File: src/rtl/jk_pkg.sv
// Shared types for the JK excitation driver.
// Request mode encodings and the driver FSM state enum.
package jk_pkg;

  localparam logic [1:0] MODE_LOAD  = 2'b00;
  localparam logic [1:0] MODE_INC   = 2'b01;
  localparam logic [1:0] MODE_DEC   = 2'b10;
  localparam logic [1:0] MODE_CLEAR = 2'b11;

  typedef enum logic [1:0] {
    IDLE  = 2'd0,
    DRIVE = 2'd1,
    CHECK = 2'd2
  } state_t;

endpackage

File: src/rtl/jk_excite.sv
// Combinational JK excitation table, W bits wide.
// Ports: cur/nxt (present/wanted Q), use_toggle, j/k outputs.
module jk_excite
  import jk_pkg::*;
#(
  parameter int W = 4
) (
  input  logic [W-1:0] cur,
  input  logic [W-1:0] nxt,
  input  logic         use_toggle,
  output logic [W-1:0] j,
  output logic [W-1:0] k
);

  logic [W-1:0] chg;

  assign chg = cur ^ nxt;

  // Toggle mode drives J=K=1 on every changing bit;
  // otherwise set rising bits, reset falling bits.
  assign j = use_toggle ? chg : (chg & nxt);
  assign k = use_toggle ? chg : (chg & cur);

endmodule

File: src/rtl/jk_excitation_driver.sv
// Drives J/K of an external JK bank to reach a requested value.
// Ports: clk, reset, req_* handshake, q_in, j/k, done/err, busy.
module jk_excitation_driver
  import jk_pkg::*;
#(
  parameter int W          = 4,
  parameter int USE_TOGGLE = 0
) (
  input  logic         clk,
  input  logic         reset,
  input  logic         req_valid,
  output logic         req_ready,
  input  logic [1:0]   req_mode,
  input  logic [W-1:0] req_data,
  input  logic [W-1:0] q_in,
  output logic [W-1:0] j,
  output logic [W-1:0] k,
  output logic         done,
  output logic         err,
  output logic         busy
);

  state_t       state;
  state_t       state_nxt;
  logic [W-1:0] target;
  logic [W-1:0] tgt_nxt;
  logic [W-1:0] ex_j;
  logic [W-1:0] ex_k;
  logic         accept;

  assign accept = (state == IDLE) && req_valid;

  always_comb begin
    tgt_nxt = '0;
    unique case (1'b1)
      (req_mode == MODE_LOAD):  tgt_nxt = req_data;
      (req_mode == MODE_INC):   tgt_nxt = q_in + W'(1);
      (req_mode == MODE_DEC):   tgt_nxt = q_in - W'(1);
      (req_mode == MODE_CLEAR): tgt_nxt = '0;
      default:                  tgt_nxt = '0;
    endcase
  end

  jk_excite #(
    .W(W)
  ) u_excite (
    .cur       (q_in),
    .nxt       (tgt_nxt),
    .use_toggle(USE_TOGGLE != 0),
    .j         (ex_j),
    .k         (ex_k)
  );

  always_ff @(posedge clk or posedge reset) begin
    if (reset) begin
      state <= IDLE;
    end else begin
      state <= state_nxt;
    end
  end

  always_comb begin
    state_nxt = state;
    unique case (state)
      IDLE:    if (req_valid) state_nxt = DRIVE;
      DRIVE:   state_nxt = CHECK;
      CHECK:   state_nxt = IDLE;
      default: state_nxt = IDLE;
    endcase
  end

  // j/k are loaded only on accept, so they are
  // nonzero for the single DRIVE cycle that follows.
  always_ff @(posedge clk or posedge reset) begin
    if (reset) begin
      target <= '0;
      j      <= '0;
      k      <= '0;
      done   <= 1'b0;
      err    <= 1'b0;
    end else begin
      done <= (state == CHECK) && (q_in == target);
      err  <= (state == CHECK) && (q_in != target);
      if (accept) begin
        target <= tgt_nxt;
        j      <= ex_j;
        k      <= ex_k;
      end else begin
        j <= '0;
        k <= '0;
      end
    end
  end

  assign busy      = (state == DRIVE) || (state == CHECK);
  assign req_ready = (state == IDLE) && !reset;

endmodule
File: config.mk
export PLATFORM = sky130hd
export DESIGN_NAME = jk_excitation_driver
export DESIGN_NICKNAME = d
export VERILOG_FILES = /design/src/rtl/jk_pkg.sv /design/src/rtl/jk_excite.sv /design/src/rtl/jk_excitation_driver.sv
export SDC_FILE = /design/constraint.sdc
export NUM_CORES = 1
export LEC_CHECK = 0
export ABC_CLOCK_PERIOD_IN_PS = 3900
export BUFFER_PORTS_ARGS = -buffer_cell sky130_fd_sc_hd__buf_2
export CAP_MARGIN = 20
export CORE_UTILIZATION = 57
export CTS_BUF_LIST = sky130_fd_sc_hd__clkbuf_4 sky130_fd_sc_hd__clkbuf_8
export DETAILED_ROUTE_END_ITERATION = 7
export PLACE_DENSITY = 0.95
export SYNTH_ARGS = -nofsm -noshare
export SYNTH_HDL_FRONTEND = slang
export SYNTH_SLANG_ARGS = --single-unit
File: constraint.sdc
create_clock -name clk -period 3.9 [get_ports clk]
set_input_delay 1.17 -clock clk [delete_from_list [all_inputs] [get_ports clk]]
set_output_delay 1.17 -clock clk [all_outputs]
set_load 0.005 [all_outputs]
==> flow_metrics.env <==
export IMPL_outcome="finished, final reports clean"
export IMPL_port_buffers=24
export IMPL_detail_route_antenna_nets=0
export IMPL_synth_edf_count=0
export IMPL_num_vias=771
export IMPL_core_mm2=0.001506
export IMPL_routed_via_density=5.977
export IMPL_cp_required_ns=4.03
export IMPL_htreeDepth=1
export IMPL_async_flop_share=1.000
export IMPL_fin_setup_tns_ns=0
export IMPL_synth_cell_area_um2=915.9
export IMPL_num_rows=14
export IMPL_post_dp_cell_area_mm2=0.001036
export IMPL_drt_iter0_drc=23
export IMPL_dr_pass1_iters=5
export IMPL_rsz0062_at_grt="false"
export IMPL_synth_avg_cell_area_um2=10.29
export IMPL_skew_ns=0.005138
export IMPL_worst_pin_slew_ns=0.6003
export IMPL_rr_endpoint="j[2]$_DFF_PP0_"
export IMPL_final_cell_mix="24 x buf_2, 16 x dfrtp_1, 11 x nand2_1"
export IMPL_grt_pass1_wl_mm=3.201
export IMPL_hp_class="reg2reg"
export IMPL_fillers=132
export IMPL_cts_resized_gates=0
export IMPL_drive_above_1_share=0.3009
export IMPL_clock_sinks=16
export IMPL_end_kind="flip-flop"
export IMPL_die_h_um=42.09
export IMPL_ios=25
export IMPL_r2r_slack_ns=2.15
export IMPL_grt_max_degree=17
export IMPL_clockBufferDepth=2
export IMPL_hold_violations=0
export IMPL_syn2layout_area_growth_pct=15.57
export IMPL_routed_wl_mm=1.830
export IMPL_fin_hold_ws_ns=0.5196
export IMPL_grt_usage=0.2454
export IMPL_drc=0
export IMPL_hpwl_mm=1.378
export IMPL_maxCapViolations=0
export IMPL_cp_arrival_ns=2.82
export IMPL_syn_nets=111
export IMPL_max_freq_mhz=372.2
export IMPL_yosysWarnings=0
export IMPL_overflow=0
export IMPL_syn_inst=89
export IMPL_synth_cell_types=33
export IMPL_cts_made_buffers=3
export IMPL_synth_top_area_frac=0.4372
export IMPL_place_gp_congestion=0.7739
export IMPL_ff_latch_area_um2=400.4
export IMPL_cts_setup_buffers=0
export IMPL_hold_buffers=0
export IMPL_r2r_cells=4
export IMPL_p_per_area_mw_per_mm2=475.7
export IMPL_ir_drop_uv=233.9
export IMPL_finalNetCount=137
export IMPL_clk_latency_ns=0.29
export IMPL_root_buffer="clkbuf_4"
export IMPL_antenna_found_initial=0
export IMPL_fp_dieW_um=42.09
export IMPL_leakagePower_nw=0.5623
export IMPL_ys_seq_area_frac=0.4372
export IMPL_cp_endpoint="j[2]$_DFF_PP0_"
export IMPL_fin_crit_ns=2.687
export IMPL_grt_pass1_vias=748
export IMPL_setup_viol_count_final=0
export IMPL_criticalPathCategory="in2reg"
export IMPL_avgRoutedWirePerCell_um=14.19
export IMPL_relSlewSlack=0.5994
export IMPL_cts_tree="done"
export IMPL_yosysTopAreaCell="dfrtp_1"
export IMPL_multi_input_area_um2=469.2
export IMPL_stdcell_area_mm2=0.001059
export IMPL_yosys_top_cells_area="dfrtp_1 44%, ha_1 12%, xor2_1 5.7%, nand2_1 4.5%, inv_1 2.9%"
export IMPL_setup_worst_path_start_class="input pin"
export IMPL_start_util=0.6080
export IMPL_yosys_register_bits=16
export IMPL_final_common_cell="buf_2"
export IMPL_worstReg2RegStart="state[1]$_DFFE_PP0P_"
export IMPL_crit_fanout=6
export IMPL_synth_flop_cell="dfrtp_1"
export IMPL_cts_clk_slew_worst_paths_ns=0.09
export IMPL_timing_final_crit_share=0.6890
export IMPL_die_area_mm2=0.001771
export IMPL_cp_startpoint="req_mode[0]"
export IMPL_slew_violations=0
export IMPL_diodes=0
[routing by layer]
layer  track usage  up-vias  wire (um)
met5             0        -          0
met4        0.1313        0         48
met2        0.4188       36        959
li1              -      362          -
met3       0.05172        5         79
met1        0.2881      368        742
[synth_stat cells (all sizes together) (2+ instances only)]
| library cell | instances |
|---|---|
| nor2 | 3 |
| o21ai | 6 |
| nand2 | 11 |
| xor2 | 6 |
| a2111oi | 2 |
| buf | 2 |
| nor3 | 3 |
| dfrtp | 16 |
| inv | 7 |
| nor2b | 2 |
| nor4 | 2 |
| a21oi | 3 |
| ha | 9 |
[report_power, final]
| group | leakage (nW) | switching [W] | internal, W |
|---|---|---|---|
| clock | 0.0138 | 0.0000502 | 0.0000360 |
| sequential | 0.214 | 0.0000231 | 0.000206 |
| combinational | 0.335 | 0.000106 | 0.0000823 |
[state kept, by name, indices dropped and copies added (netlist names)]
signal / count
done: 1
err: 1
j: 4
k: 4
state: 2
target: 4
[worst min path at each step]
stage | slack, ns | startpoint | endpoint | cells after the start
6_report | 0.52 | target[1]$_DFFE_PP0P_ | target[1]$_DFFE_PP0P_ | 2
5_1_grt | 0.56 | target[1]$_DFFE_PP0P_ | target[1]$_DFFE_PP0P_ | 2
4_1_cts | 0.52 | target[1]$_DFFE_PP0P_ | target[1]$_DFFE_PP0P_ | 2
3_5_place_dp | 0.50 | target[1]$_DFFE_PP0P_ | target[1]$_DFFE_PP0P_ | 2
3_3_place_gp | 0.48 | target[1]$_DFFE_PP0P_ | target[1]$_DFFE_PP0P_ | 2
2_1_floorplan | 0.47 | target[0]$_DFFE_PP0P_ | target[0]$_DFFE_PP0P_ | 2
[cells by family after synthesis]
| family | count (synthesis) | synth area share |
|---|---|---|
| and+or+nand+nor | 28 | 0.1639 |
| AOI/OAI and AO/OA | 18 | 0.1462 |
| DFF | 16 | 0.4372 |
| buffers and inverters | 10 | 0.05054 |
| adders and majority gates | 9 | 0.1230 |
| xor gates and xnor gates | 7 | 0.06694 |
| muxes | 1 | 0.01229 |
[final cells by class]
cell class / instances / share of cell area
inverters: 7 / 0.02482
clock buffers: 3 / 0.02128
multi-input cells: 63 / 0.4433
repair buffers: 24 / 0.1135
well taps: 16 / 0.01891
flip-flops and latches: 16 / 0.3782
[critical path, stage by stage]
cell and delay, ns:
buf_2 0.09, inv_1 0.07, ha_1 0.27, xor2_1 0.19, ha_1 0.18, a21oi_1 0.15
xnor2_1 0.13, nand2_1 0.08, a2111oi_0 0.49
[through the flow]
stage | std cells | setup slack [ns] | power, W | util
5_1_grt | 129 | 1.079 | 0.0005453 | 0.7027
2_1_floorplan | 89 | 1.307 | 0.0003585 | -
6_report | 129 | 1.213 | 0.0005035 | 0.7027
3_5_place_dp | 126 | 0.9370 | 0.0004193 | 0.6877
4_1_cts | 129 | 1.242 | 0.0005044 | 0.7027
3_3_place_gp | 126 | 1.135 | 0.0004045 | 0.6877
Power figures use the tool's default switching activity.
